[src/rtl/bus_arbiter_pkg.sv]
// Shared types for the common-bus arbiter: bus source encoding and FSM state.
package bus_arbiter_pkg;

  // Bus multiplexer source select. 4 bits wide so that unused codes can
  // travel through the arbiter unchanged; the multiplexer maps them to zero.
  typedef enum logic [3:0] {
    idle_bus = 4'd0,
    AC_bus   = 4'd1,
    DR_bus   = 4'd2,
    PC_bus   = 4'd3,
    AR_bus   = 4'd4,
    IR_bus   = 4'd5,
    MEM_bus  = 4'd6,
    TR_bus   = 4'd7
  } bus_in_sel_t;

  typedef enum logic {
    ARB_IDLE  = 1'b0,
    ARB_GRANT = 1'b1
  } arb_state_t;

endpackage

[src/rtl/bus_arbiter_if.sv]
// Requester/arbiter bundle. Requesters drive through the master modport,
// the arbiter sees the slave modport.
interface bus_arbiter_if
  import bus_arbiter_pkg::*;
#(
  parameter int N_REQ  = 3,
  parameter int DEST_W = 9
);
  logic [N_REQ-1:0]             req;
  logic [N_REQ-1:0]             lock;
  bus_in_sel_t [N_REQ-1:0]      src_sel;
  logic [N_REQ-1:0][DEST_W-1:0] dest_ld;
  logic [N_REQ-1:0]             gnt;
  bus_in_sel_t                  selectOut;
  logic [DEST_W-1:0]            ldOut;
  logic                         busy;

  modport master (
    output req, lock, src_sel, dest_ld,
    input  gnt, selectOut, ldOut, busy
  );

  modport slave (
    input  req, lock, src_sel, dest_ld,
    output gnt, selectOut, ldOut, busy
  );
endinterface

[src/rtl/bus_arbiter_rr_picker.sv]
// Round-robin picker: first set bit of (req & mask), scanning from ptr and
// wrapping modulo N_REQ. Purely combinational.
module rr_picker #(
  parameter int N_REQ = 3,
  parameter int IW    = 2
) (
  input  logic [N_REQ-1:0] req,
  input  logic [IW-1:0]    ptr,
  input  logic [N_REQ-1:0] mask,
  output logic             found,
  output logic [IW-1:0]    index
);
  logic [N_REQ-1:0] cand;

  assign cand = req & mask;

  // Walk the ring starting at ptr; the first candidate seen wins.
  always_comb begin
    found = 1'b0;
    index = '0;
    for (int i = 0; i < N_REQ; i++) begin
      if (!found && cand[(int'(ptr) + i) % N_REQ]) begin
        found = 1'b1;
        index = IW'((int'(ptr) + i) % N_REQ);
      end
    end
  end
endmodule

[src/rtl/bus_arbiter.sv]
// Common-bus arbiter: round-robin ownership with bounded locking. Drives the
// bus multiplexer select and destination load enables for the current owner.
//
// state     | meaning
// ARB_IDLE  | no owner; bus idle, waiting for any request
// ARB_GRANT | owner holds the bus; transfer happens when req[owner] is high
module bus_arbiter
  import bus_arbiter_pkg::*;
#(
  parameter int N_REQ    = 3,
  parameter int DEST_W   = 9,
  parameter int MAX_HOLD = 4
) (
  input logic           clk,
  input logic           rst,
  bus_arbiter_if.slave  bus
);
  localparam int IW = (N_REQ > 1) ? $clog2(N_REQ) : 1;
  localparam int HW = (MAX_HOLD > 1) ? $clog2(MAX_HOLD) : 1;
  localparam logic [HW-1:0] HOLD_LAST = HW'(MAX_HOLD - 1);

  arb_state_t       state;
  logic [IW-1:0]    owner;
  logic [IW-1:0]    ptr;
  logic [HW-1:0]    hcnt;

  logic [N_REQ-1:0] own_bit;
  logic             own_req;
  logic             others;
  logic             stay;
  logic [IW-1:0]    next_ptr;
  logic [IW-1:0]    pick_ptr;
  logic [N_REQ-1:0] pick_mask;
  logic             pick_found;
  logic [IW-1:0]    pick_idx;

  assign own_bit  = N_REQ'(1) << owner;
  assign own_req  = bus.req[owner];
  assign others   = |(bus.req & ~own_bit);
  assign stay     = own_req && bus.lock[owner] && (hcnt < HOLD_LAST);
  assign next_ptr = (owner == IW'(N_REQ - 1)) ? '0 : owner + IW'(1);

  // On release the owner is masked out unless it is the only requester,
  // so it may be re-granted back to back only when nobody else waits.
  assign pick_ptr  = (state == ARB_GRANT) ? next_ptr : ptr;
  assign pick_mask = (state == ARB_GRANT && others) ? ~own_bit : '1;

  rr_picker #(.N_REQ(N_REQ), .IW(IW)) u_picker (
    .req   (bus.req),
    .ptr   (pick_ptr),
    .mask  (pick_mask),
    .found (pick_found),
    .index (pick_idx)
  );

  // Ownership FSM: grant, hold under lock up to MAX_HOLD cycles, hand off.
  always_ff @(posedge clk) begin
    if (rst) begin
      state <= ARB_IDLE;
      owner <= '0;
      ptr   <= '0;
      hcnt  <= '0;
    end else begin
      case (state)
        ARB_IDLE: begin
          if (pick_found) begin
            owner <= pick_idx;
            hcnt  <= '0;
            state <= ARB_GRANT;
          end
        end
        ARB_GRANT: begin
          if (stay) begin
            hcnt <= hcnt + HW'(1);
          end else begin
            ptr <= next_ptr;
            if (pick_found) begin
              owner <= pick_idx;
              hcnt  <= '0;
            end else begin
              state <= ARB_IDLE;
            end
          end
        end
        default: state <= ARB_IDLE;
      endcase
    end
  end

  // Bus controls follow the registered owner; only the owner's own
  // request/select/load inputs reach these outputs combinationally.
  always_comb begin
    bus.gnt       = '0;
    bus.selectOut = idle_bus;
    bus.ldOut     = '0;
    if (state == ARB_GRANT) begin
      bus.gnt = own_bit;
      if (own_req) begin
        bus.selectOut = bus.src_sel[owner];
        bus.ldOut     = bus.dest_ld[owner];
      end
    end
  end

  assign bus.busy = (state == ARB_GRANT);
endmodule

[src/flat_wrapper.sv]
// flat-port wrapper written by rule: the top's interface ports become plain ports
module bus_arbiter_flat import bus_arbiter_pkg::*;
#(
  parameter int N_REQ    = 3,
  parameter int DEST_W   = 9,
  parameter int MAX_HOLD = 4
)
  (clk, rst, bus_req, bus_lock, bus_src_sel, bus_dest_ld, bus_gnt, bus_selectOut, bus_ldOut, bus_busy);
  bus_arbiter_if #(.N_REQ(N_REQ), .DEST_W(DEST_W)) bus_i ();
  input logic clk;
  input logic rst;
  input wire logic [$bits(bus_i.req)-1:0] bus_req;
  input wire logic [$bits(bus_i.lock)-1:0] bus_lock;
  input wire logic [$bits(bus_i.src_sel)-1:0] bus_src_sel;
  input wire logic [$bits(bus_i.dest_ld)-1:0] bus_dest_ld;
  output wire logic [$bits(bus_i.gnt)-1:0] bus_gnt;
  output wire logic [$bits(bus_i.selectOut)-1:0] bus_selectOut;
  output wire logic [$bits(bus_i.ldOut)-1:0] bus_ldOut;
  output wire logic [$bits(bus_i.busy)-1:0] bus_busy;
  assign bus_i.req = bus_req;
  assign bus_i.lock = bus_lock;
  assign bus_i.src_sel = bus_src_sel;
  assign bus_i.dest_ld = bus_dest_ld;
  assign bus_gnt = bus_i.gnt;
  assign bus_selectOut = bus_i.selectOut;
  assign bus_ldOut = bus_i.ldOut;
  assign bus_busy = bus_i.busy;
  bus_arbiter #(.N_REQ(N_REQ), .DEST_W(DEST_W), .MAX_HOLD(MAX_HOLD)) u_core (.clk(clk), .rst(rst), .bus(bus_i));
endmodule
[config.mk]
export PLATFORM = sky130hd
export DESIGN_NAME = bus_arbiter_flat
export DESIGN_NICKNAME = d
export VERILOG_FILES = /design/src/rtl/bus_arbiter_pkg.sv /design/src/rtl/bus_arbiter_if.sv /design/src/rtl/bus_arbiter_rr_picker.sv /design/src/rtl/bus_arbiter.sv /design/src/flat_wrapper.sv
export SDC_FILE = /design/constraint.sdc
export NUM_CORES = 1
export LEC_CHECK = 0
export CAP_MARGIN = 10
export CORE_MARGIN = 3
export CORE_UTILIZATION = 32
export CTS_CLUSTER_SIZE = 25
export DETAILED_ROUTE_END_ITERATION = 10
export PLACE_DENSITY = 0.76
export SLEW_MARGIN = 25
export SYNTH_ARGS = -nofsm -noshare
export SYNTH_HDL_FRONTEND = slang
export SYNTH_SLANG_ARGS = --single-unit
[constraint.sdc]
create_clock -name clk -period 2 [get_ports clk]
set_input_delay 0.3 -clock clk [delete_from_list [all_inputs] [get_ports clk]]
set_output_delay 0.3 -clock clk [all_outputs]
set_load 0.01 [all_outputs]
==> results.yml <==
floorplanning:
  num_rows: 19
  die_height_um: 60.73
  dieWidth_um: 60.73
  start_util: 0.3417
  io_pins: 64
  core_um2: 2805
  dieArea_um2: 3688
critical_path:
  worstPathArrival_ps: 2260
  start_kind: "flip-flop"
  cp_max_fo: 5
  worstSetupEndpointType: "flip-flop"
  cp_cell_sequence: "or3b_4 -> inv_4 -> a21oi_4 -> ha_4 -> nand2_4 -> or4b_4 -> a31oi_1 -> o22a_1"
  slowest_delay_ps: 470
  critPathTopFamily: "simple AND/OR/NAND/NOR gates"
  slowest_stage: "or4b_4"
  cp_num_buf_inv: 1
  crit_type: "reg2reg"
  worstPathRequired_ps: 2190
timing:
  fin_crit_ps: 2065
  worstMarginPinSlew_ps: 442.7
  rsz0062_at_grt: "yes"
  finalMaxSlewViolations: 0
  setup_ws_ps: -65.00
  max_freq_ghz: 0.4843
  finalSetupViolations: 4
  hold_violations: 0
  slew-limit-headroom: 0.7029
  finalCritPeriodShare: 1.032
  finalClockSkew_ps: 1.043
layout:
  fill_cells: 248
  final_nets: 283
  areaGrowthSynthToFinish_pct: 98.04
  antenna_cells: 0
  drive_gt1_frac: 0.3074
  finalNonFillerCells: 262
yosys:
  synth_area_leader_cell: "mux2i_1"
  synth_warnings: 0
  synth_cells: 141
  syn_nets: 192
  yosysUniqueCellTypes: 33
  synthArstFlopShare: 0
  syn_area_um2: 958.4
  synth_area_leaders: "mux2i_1, dfxtp_1, a21oi_1"
  synth_top_area_share: 0.1775
  synth_edf_count: 0
  synth-seq-cells: 7
  synth_seq_area_share: 0.1462
  synth_flop_cell: "dfxtp_1"
  syn_area_per_cell_um2: 6.797
clock_tree:
  clkSinkCount: 7
  clkLatencyLatePin_ps: 250
  path_clk_slew_ps: 60
  hold_buffers: 0
  clk_path_buf_depth: 2
  cts-root-buf: "clkbuf_4"
  numCtsBuffers: 3
  cts_max_level: 1
  cts_tree: "built"
global_route:
  overflow: 0
  grt_pass1_wl_um: 5478
  grt_max_degree: 16
  antenna_found_initial: 0
  grt_usage: 0.1915
  grt_pass1_vias: 1339
power_and_ir_drop:
  irDropWorstVdd_mv: 0.6861
  leakagePower_nw: 0.8297
  power_frac_comb: 0.836
  power_density_nw_per_um2: 1144
  swShare: 0.4447
  p_int_w: 0.001205
  power_w: 0.002171
  p_sw_w: 0.0009654
  seq_power_share: 0.104
  p_clk_frac: 0.060
placed_design:
  dpl.hpwl_um: 2927
  gp_congestion: 0.8804
  place_inst: 252
  io_buffer_count: 63
  dp_slack_ps: -260.8
min_path:
  worstHoldPathType: "reg2reg"
route:
  drcViolationCount: 0
  viasPerCell: 5.084
  drtIter0Drc: 57
  routed_wl_um: 3705
  dr.pass1.iters: 4
  num_vias: 1332
  ant_nets: 0
  wl_per_cell_um: 14.14
run:
  cap_violations: 0
status:
  failed_checks: "setup timing"
  status: "complete, but fails checks"
cell type report:
type,count,area (µm²),area share
Clock buffer,4,26.28,0.01384
Timing Repair Buffer,94,829.5,0.4370
Tap cell,31,38.79,0.02044
Sequential cell,7,143.9,0.07581
Multi-Input combinational cell,116,819.5,0.4318
Inverter,10,40.04,0.02109
worst reg2reg max path, stage by stage (launching register included):
cell     delay [ps]
dfxtp_2         350
or3b_4          410
inv_4            80
a21oi_4          40
ha_4            320
nand2_4          60
or4b_4          470
a31oi_1         150
o22a_1          140
flip-flops by register name, indices dropped and copies added (netlist names):
signal	count
u_core.hcnt	2
u_core.owner	2
u_core.ptr	2
u_core.bus.busy	1
synth_stat cells (all sizes together) (3+ instances only):
cell type  count
buf            4
dfxtp          7
mux2i         17
o21ai          6
clkbuf         4
nand2          4
a21oi         24
ha             4
nand3          3
inv           10
nand3b         3
o2111ai        4
nor2          32
per-layer routing:
metal | track usage | vias up | share of wire
li1 | - | 684 | -
met1 | 0.2268 | 609 | 0.41
met2 | 0.3542 | 37 | 0.53
met3 | 0.04681 | 2 | 0.050
met4 | 0.02786 | 0 | 0.0011
met5 | 0 | - | 0
logic make-up after synthesis:
logic type,Yosys count,share of synthesized area
AO/OA/AOI/OAI,43,0.2768
adder cells (fa/ha/maj),4,0.05222
buffers and inverters,18,0.08746
flip-flops,7,0.1462
multiplexers,18,0.1893
AND/OR/NAND/NOR,51,0.2481
power by group through the flow:
stage | clock, W | sequential (W) | combinational [W]
after global placement | 0 | 0.000216 | 0.00157
after detailed placement | 0 | 0.000218 | 0.00162
after CTS | 0.000134 | 0.000220 | 0.00170
after global routing | 0.000149 | 0.000230 | 0.00196
final | 0.000131 | 0.000225 | 0.00181
after floorplan | 0 | 0.000229 | 0.000950
cell usage in the layout, fill, tap and decap left out, types with 4 or more instances in the layout:
| master | count |
|---|---|
| clkdlybuf4s50_1 | 49 |
| buf_4 | 26 |
| mux2i_1 | 16 |
| a21oi_2 | 4 |
| inv_1 | 8 |
| a21oi_1 | 19 |
| nor2_1 | 32 |
| dfxtp_1 | 4 |
| clkbuf_2 | 11 |
final timing paths:
path / from / to / slack [ps] / cells after the start
worst max-delay path: u_core.bus.busy / u_core.owner[0] / -60 / 8
worst min-delay path: u_core.ptr[0] / u_core.ptr[0] / 480 / 2
worst max register to register: u_core.bus.busy / u_core.owner[0] / -60 / 8
worst min register to register: u_core.ptr[0] / u_core.ptr[0] / 480 / 2
per-stage QoR:
stage	TNS [ps]	instance area [µm²]	hold slack, ps	utilization
after global routing	-716.7	1898	502.4	0.6766
after floorplan	-308.7	998.5	447.2	-
final	-235.6	1898	482.6	0.6766
after CTS	-194.5	1873	481.3	0.6677
after global placement	-3190	1809	457.6	0.6450
after detailed placement	-3764	1809	474.3	0.6450
repair_timing:
action                                  in CTS  in global routing
gates resized for setup                     21                 37
pin swaps                                   10                  8
setup buffers                                4                  1
cloned                                       0                  1
endpoints found under the setup margin      18                 19
endpoints found under the hold margin        0                  0
(Power assumes the default switching activity.)
